**src/rtl/instr_fetch_pkg.sv**
```systemverilog
// Shared CPU definitions: fetch FSM state encoding, instruction field positions
// and the opcode slice helper used by the decoder and writeback paths.
package instr_fetch_pkg;

    localparam int INST_W = 16;

    typedef enum logic [1:0] {
        FS_IDLE = 2'd0,
        FS_REQ  = 2'd1,
        FS_WAIT = 2'd2,
        FS_HOLD = 2'd3
    } fetch_state_t;

    localparam int OP_HI_MSB  = 15;
    localparam int OP_HI_LSB  = 12;
    localparam int RDEST_MSB  = 11;
    localparam int RDEST_LSB  = 8;
    localparam int OP_EXT_MSB = 7;
    localparam int OP_EXT_LSB = 4;
    localparam int RSRC_MSB   = 3;
    localparam int RSRC_LSB   = 0;

    // The decoder sees the major opcode nibble joined with the extension nibble.
    function automatic logic [7:0] make_opcode(input logic [INST_W-1:0] ir);
        return {ir[OP_HI_MSB:OP_HI_LSB], ir[OP_EXT_MSB:OP_EXT_LSB]};
    endfunction

endpackage

```
**src/rtl/instr_fields.sv**
```systemverilog
// Instruction field slicer: IR -> opcode/rdest/rsrc/imm8.
// Purely combinational, zero latency; no flow control.
module instr_fields
    import instr_fetch_pkg::*;
(
    input  logic [INST_W-1:0] ir,
    output logic [7:0]        opcode,
    output logic [3:0]        rdest,
    output logic [3:0]        rsrc,
    output logic [7:0]        imm8
);

    assign opcode = make_opcode(ir);
    assign rdest  = ir[RDEST_MSB:RDEST_LSB];
    assign rsrc   = ir[RSRC_MSB:RSRC_LSB];
    assign imm8   = ir[OP_EXT_MSB:RSRC_LSB];

endmodule

```
**src/rtl/instr_fetch.sv**
```systemverilog
// Fetch stage: PC, 1-cycle-latency BRAM read, IR holding register (INSTR_FETCH_CNT_EN adds fetch_count).
// Latency: REQ -> WAIT -> HOLD, first ir_valid 3 cycles after leaving IDLE; one instruction per 3 cycles.
// Backpressure: ir_ready=0 parks the IR in HOLD and blocks the next memory request.
module instr_fetch
    import instr_fetch_pkg::*;
#(
    parameter int                ADDR_W   = 16,
    parameter logic [ADDR_W-1:0] RESET_PC = '0
) (
    input  logic               clk,
    input  logic               reset,
    input  logic               fetch_en,
    output logic               mem_en,
    output logic [ADDR_W-1:0]  mem_addr,
    input  logic [INST_W-1:0]  mem_rdata,
    output logic               ir_valid,
    input  logic               ir_ready,
    output logic [7:0]         opcode,
    output logic [3:0]         rdest,
    output logic [3:0]         rsrc,
    output logic [7:0]         imm8,
    output logic [ADDR_W-1:0]  ir_pc,
    input  logic               redirect_en,
    input  logic [ADDR_W-1:0]  redirect_pc
`ifdef INSTR_FETCH_CNT_EN
    ,
    output logic [15:0]        fetch_count
`endif
);

    fetch_state_t        state_q, state_d;
    logic [ADDR_W-1:0]   pc_q, pc_d;
    logic [INST_W-1:0]   ir_q, ir_d;
    logic [ADDR_W-1:0]   ir_pc_q, ir_pc_d;

    always_comb begin
        state_d = state_q;
        pc_d    = pc_q;
        ir_d    = ir_q;
        ir_pc_d = ir_pc_q;
        case (state_q)
            FS_IDLE: if (fetch_en) state_d = FS_REQ;
            FS_REQ:  state_d = FS_WAIT;
            FS_WAIT: begin
                ir_d    = mem_rdata;
                ir_pc_d = pc_q;
                pc_d    = pc_q + ADDR_W'(1);
                state_d = FS_HOLD;
            end
            FS_HOLD: if (ir_ready) state_d = fetch_en ? FS_REQ : FS_IDLE;
            default: state_d = FS_IDLE;
        endcase
        // Redirect overrides everything: any in-flight read is dropped and the IR is left as is.
        if (redirect_en) begin
            pc_d    = redirect_pc;
            ir_d    = ir_q;
            ir_pc_d = ir_pc_q;
            state_d = (state_q == FS_IDLE && !fetch_en) ? FS_IDLE : FS_REQ;
        end
    end

    always_ff @(posedge clk or posedge reset) begin
        if (reset) begin
            state_q <= FS_IDLE;
            pc_q    <= RESET_PC;
            ir_q    <= '0;
            ir_pc_q <= '0;
        end else begin
            state_q <= state_d;
            pc_q    <= pc_d;
            ir_q    <= ir_d;
            ir_pc_q <= ir_pc_d;
        end
    end

    assign mem_en   = (state_q == FS_REQ);
    assign mem_addr = pc_q;
    assign ir_valid = (state_q == FS_HOLD);
    assign ir_pc    = ir_pc_q;

    instr_fields u_fields (
        .ir     (ir_q),
        .opcode (opcode),
        .rdest  (rdest),
        .rsrc   (rsrc),
        .imm8   (imm8)
    );

`ifdef INSTR_FETCH_CNT_EN
    logic [15:0] cnt_q, cnt_d;

    // A handshake coinciding with a redirect still counts: that instruction was consumed.
    always_comb begin
        cnt_d = cnt_q;
        if (ir_valid && ir_ready) cnt_d = cnt_q + 16'd1;
    end

    always_ff @(posedge clk or posedge reset) begin
        if (reset) cnt_q <= '0;
        else       cnt_q <= cnt_d;
    end

    assign fetch_count = cnt_q;
`endif

endmodule
```
**config.mk**
```make
export PLATFORM = sky130hd
export DESIGN_NAME = instr_fetch
export DESIGN_NICKNAME = d
export VERILOG_FILES = /design/src/rtl/instr_fetch_pkg.sv /design/src/rtl/instr_fields.sv /design/src/rtl/instr_fetch.sv
export SDC_FILE = /design/constraint.sdc
export NUM_CORES = 1
export LEC_CHECK = 0
export BUFFER_PORTS_ARGS = -buffer_cell sky130_fd_sc_hd__buf_2
export CAP_MARGIN = 20
export CORE_MARGIN = 1
export CORE_UTILIZATION = 30
export DETAILED_ROUTE_END_ITERATION = 6
export GPL_TIMING_DRIVEN = 0
export HOLD_SLACK_MARGIN = 0.02
export PLACE_DENSITY = 0.61
export SYNTH_ARGS = -nofsm -noshare
export SYNTH_HDL_FRONTEND = slang
export SYNTH_HIERARCHICAL = 1
export SYNTH_SLANG_ARGS = --single-unit
```
**constraint.sdc**
```tcl
create_clock -name clk -period 5.4 [get_ports clk]
set_input_delay 0.27 -clock clk [delete_from_list [all_inputs] [get_ports clk]]
set_output_delay 0.27 -clock clk [all_outputs]
set_load 0.005 [all_outputs]
```
### Yosys cells after proc, flatten, opt, wreduce, memory -nomap -nowiden

Cells that the tools add are included.
W data, S select, Z words.

* flip-flop bits (word level): 50
* memory bits (read-only): 0
* memories: 0
* input port bits: 37
* memory bits (writable): 0
* bits in latches: 0
* output and inout bits: 58

* mux-type cells: 8
* div/mod/pow operators: 0
* $mul: 0
* $lt $le $gt $ge: 0
* reductions and logical operators: 6
* add/subtract/negate cells: 1
* bitwise logic cells: 1
* shifts and indexed selects: 0
* equality and inequality tests: 5

Operators with widths (number)
* $mux W16: 2
* $add A16 B1 Y16 const B: 1
* $pmux W2 S4: 1
* $mux W2: 3
* $eq A2 B2 Y1 const B: 2
* $reduce_and A2 Y1: 2
* $ne A3 B1 Y1 const B: 1
* $ne A3 B3 Y1 const B: 1
* $eq A2 B1 Y1 const B: 1
* $logic_not A2 Y1: 1
* $mux W1: 2
* $reduce_bool A2 Y1: 1
* $logic_and A1 B1 Y1: 1
* $logic_not A1 Y1: 1
* $not A1 Y1: 1

### Longest topological paths before layout

* depth in word-level cells: 4
* gate-level depth with buffers: 7
* depth with buffers taken out: 6

### Cells and area by module

Netlist, hierarchy kept.

Modules (own cells, without submodules)
* instr_fetch: area each 2285.9 um2, cells each 184, instances 1
* instr_fields: area each 180.2 um2, cells each 24, instances 1

### Worst setup path after synthesis

OpenSTA, ideal clock, no wires.

* path type: reg-to-reg
* start: reg state_q[0]
* end: reg pc_q[13] (netlist: mem_addr[13])
* cell stages (with the launch flop): 8
* data arrival time: 1.568 ns
* slack: 3.707 ns
* data required time: 5.275 ns
* period minus slack after synthesis: 1.693 ns
* buffers on the path: 1
* setup time: 0.125 ns
* cell sequence: dfrtp_1 inv_1 ha_1 buf_4 nand4_4 nor4_2 xor2_1 mux2_2

* cells in the longest elaborated chain, start to end: 2

RTL lines
* start, declared: line instr_fetch.sv:31 `fetch_state_t state_q, state_d;`
* start signal, assigned: line instr_fetch.sv:69 `state_q <= state_d;`
* $eq A2 B2 Y1: line instr_fetch.sv:41 `case (state_q)`
* $reduce_bool A2 Y1 (no line)
* end signal, assigned: line instr_fetch.sv:70 `pc_q <= pc_d;`
* end, declared: line instr_fetch.sv:32 `logic [ADDR_W-1:0] pc_q, pc_d;`

Every way passes these cells.
A chain may end at the register's enable or synchronous reset.

### Worst setup path after layout

* start: reg state_q[0]
* end: reg ir_pc_q[6] (netlist: ir_pc[6])

* cells in the longest elaborated chain, start to end: 2

RTL lines
* $eq A2 B2 Y1: line instr_fetch.sv:41
* $reduce_and A2 Y1 (no line)
* end signal, assigned: line instr_fetch.sv:72 `ir_pc_q <= ir_pc_d;`
* end, declared: line instr_fetch.sv:34 `logic [ADDR_W-1:0] ir_pc_q, ir_pc_d;`

Every way passes these cells.

==> results.cfg <==
[status]
outcome = complete, no violations

[timing]
hold_viol_final = 0
fin_skew_ps = 4.237
setup_viol = 0
max_freq_ghz = 0.5111
fin_crit_ps = 1957
slew_headroom_pct = 62.53
worstMarginPinSlew_ps = 561.3
rsz0062_at_grt = no
finalMaxSlewViolations = 0
fin_crit_sh_pct = 36.23
fin_setup_tns_ps = 0

[finish]
finalInstanceArea_um2 = 3173
diodes = 0
fillerInstances = 813
post-route-util_pct = 40.43
syn2layout_area_growth_pct = 28.67
fin_nets = 352
stdcell_count = 412
drive_above_1_share_pct = 55.48

[yosys]
yosysSeqAreaShare_pct = 50.74
syn-instance-count = 208
ys_warn_count = 6
yosys-top-cells-area = dfrtp_1 51%, mux2_2 15%, buf_4 7.6%, xnor2_1 3.6%, nand2_1 3.0%
synth-seq-cells = 50
synth.distinct_cells = 27
netlist_area_um2 = 2466
yosysTopAreaCell = dfrtp_1
avgSynthCellArea_um2 = 11.86
synth_nets = 250
synth.top_cell.area_share_pct = 50.74

[clocking]
clk_latency_ps = 300
cts-resized-gates = 0
htreeDepth = 2
cts_tree = yes
post_cts_buffers = 0
cts.sinks = 50
hold_buffers = 1
cts_max_path_buffers = 2
cts_made_buffers = 5
cts-root-buf = clkbuf_8
path_clk_slew_ps = 90

[setup_path]
path_cells = inv_1, ha_1, buf_4, nor2b_1, buf_2, buf_2, mux2_2
critPathMaxStageDelay_ps = 410
worstPathMaxFanout = 10
critPathCaptureType = flop
critPathLaunchType = flop
cp.arrival_ps = 2150
path_class = reg -> reg
cpMaxStageDelayCell = dfrtp_1
path_common_cell = buf_2
cp.required_ps = 5590

[die]
fp.dieW_um = 92.67
coreArea_um2 = 7848
die_h_um = 92.67
rows = 32
start_util_pct = 31.43
ios = 95
die-area_um2 = 8587

[routing]
first_pass_iters = 4
dr_total_vias = 1790
vias_per_cell = 4.345
ant_nets = 0
routed_wl_um = 5367
drt-initial-drc-count = 61
remaining_drc_errors = 0
detail_route.wl_per_cell_um = 13.03

[global_routing]
grtUsageTotal_pct = 13.03
grt_pass1_wl_um = 8625
grt_pass1_vias = 1710
grt-ovfl-total = 0
antenna_found_initial = 0
grt_max_degree = 27

[power_and_ir_drop]
p_leak_nw = 1.546
pwr_density_cell_nw_per_um2 = 439.3
peakVddDrop_mv = 0.1633

[hold_path]
min_path_type = in -> reg

[place]
finalWeightedCongestion = 0.7106
detailed_place_hpwl_um = 4070
dp.cells = 404
io_buffers = 93
detailed_place.area_um2 = 3079

[run]
drv_cap = 0
## cells in the mapped netlist, drive strengths merged
library cell,count
nor2b,1
nor3,4
ha,5
dfrtp,50
mux2,34
o2bb2ai,1
buf,29
a21o,2
inv,5
xnor2,10
o21ai,15
nand3,3
clkbuf,4
xor2,5
nor4,4
nand2,20
a21oi,2
nor2,5
mux2i,1
nand4,5
nand2b,2
a31oi,1
## cells in the final DEF (no fill, tap or decap), types with 5 or more instances in the layout
cell / count
mux2_2: 33
buf_4: 25
o21ai_0: 11
nor2_1: 5
xor2_1: 5
ha_1: 5
xnor2_1: 10
buf_2: 97
nand2_1: 20
dfrtp_1: 50
clkbuf_8: 5
## metal layers
layer | global-route usage [%] | part of all wire, % | vias to the layer above
met3 | 3.448 | 7.0 | 6
met1 | 16.96 | 45 | 832
met5 | 0 | 0 | -
li1 | - | - | 884
met4 | 3.462 | 0.93 | 0
met2 | 21.42 | 47 | 68
## kinds of logic after synthesis
group	share of synthesized area, %
adder cells (fa/ha/maj)	2.537
AO/OA/AOI/OAI	4.668
flip-flops	50.74
buffers and inverters	9.792
AND/OR/NAND/NOR	11.01
multiplexers	15.93
XOR/XNOR	5.327
## final cells by class
class | instances | area (um2) | area share [%]
flip-flops and latches | 50 | 1251 | 39.43
multi-input cells | 120 | 973.4 | 30.68
clock inverters | 2 | 15.01 | 0.4732
well taps | 102 | 127.6 | 4.022
clock buffers | 5 | 68.82 | 2.169
plain buffers | 33 | 222.7 | 7.019
repair buffers | 95 | 495.5 | 15.62
inverters | 5 | 18.77 | 0.5915
## worst max-delay path, delay by kind of cell (launching register included)
family / cells / cell delay (ps)
flops: 1 / 410
fa+ha+maj: 1 / 160
simple gates: 1 / 150
mux: 1 / 370
buf+inv: 4 / 750
## registers in the layout, indices dropped and copies added (netlist names)
signal,count
ir_pc,16
ir_q,16
mem_addr,16
state_q,2
## power by group
group	total (mW)	internal (mW)	switching (mW)
combinational	0.575	0.371	0.205
clock	0.215	0.0887	0.126
sequential	0.604	0.512	0.0918
## final timing paths
path                       cells past startpoint              startpoint  slack, ps                 endpoint
setup / recovery                               7  state_q[0]$_DFFE_PP0P_       3440     ir_pc[6]$_DFFE_PP0P_
hold / removal                                 3          redirect_pc[0]        170  mem_addr[0]$_DFFE_PP0P_
setup reg to reg                               7  state_q[0]$_DFFE_PP0P_       3440     ir_pc[6]$_DFFE_PP0P_
hold reg to reg                                1    ir_pc[6]$_DFFE_PP0P_        510     ir_pc[6]$_DFFE_PP0P_
max in group asynchronous                      4                   reset       4310     ir_pc[6]$_DFFE_PP0P_
min in group asynchronous                      3                   reset        560      ir_q[8]$_DFFE_PP0P_
## through the flow
| stage | hold WS, ps | power, mW | worst slack (ps) |
|---|---|---|---|
| global route | 175.7 | 1.500 | 3307 |
| global placement | 473.3 | 1.173 | 3169 |
| finish | 166.9 | 1.394 | 3443 |
| detailed placement | 353.8 | 1.201 | 3410 |
| CTS | 162.1 | 1.421 | 3395 |
| floorplan | 391.0 | 0.9683 | 3707 |
Power figures use the tool's default switching activity.
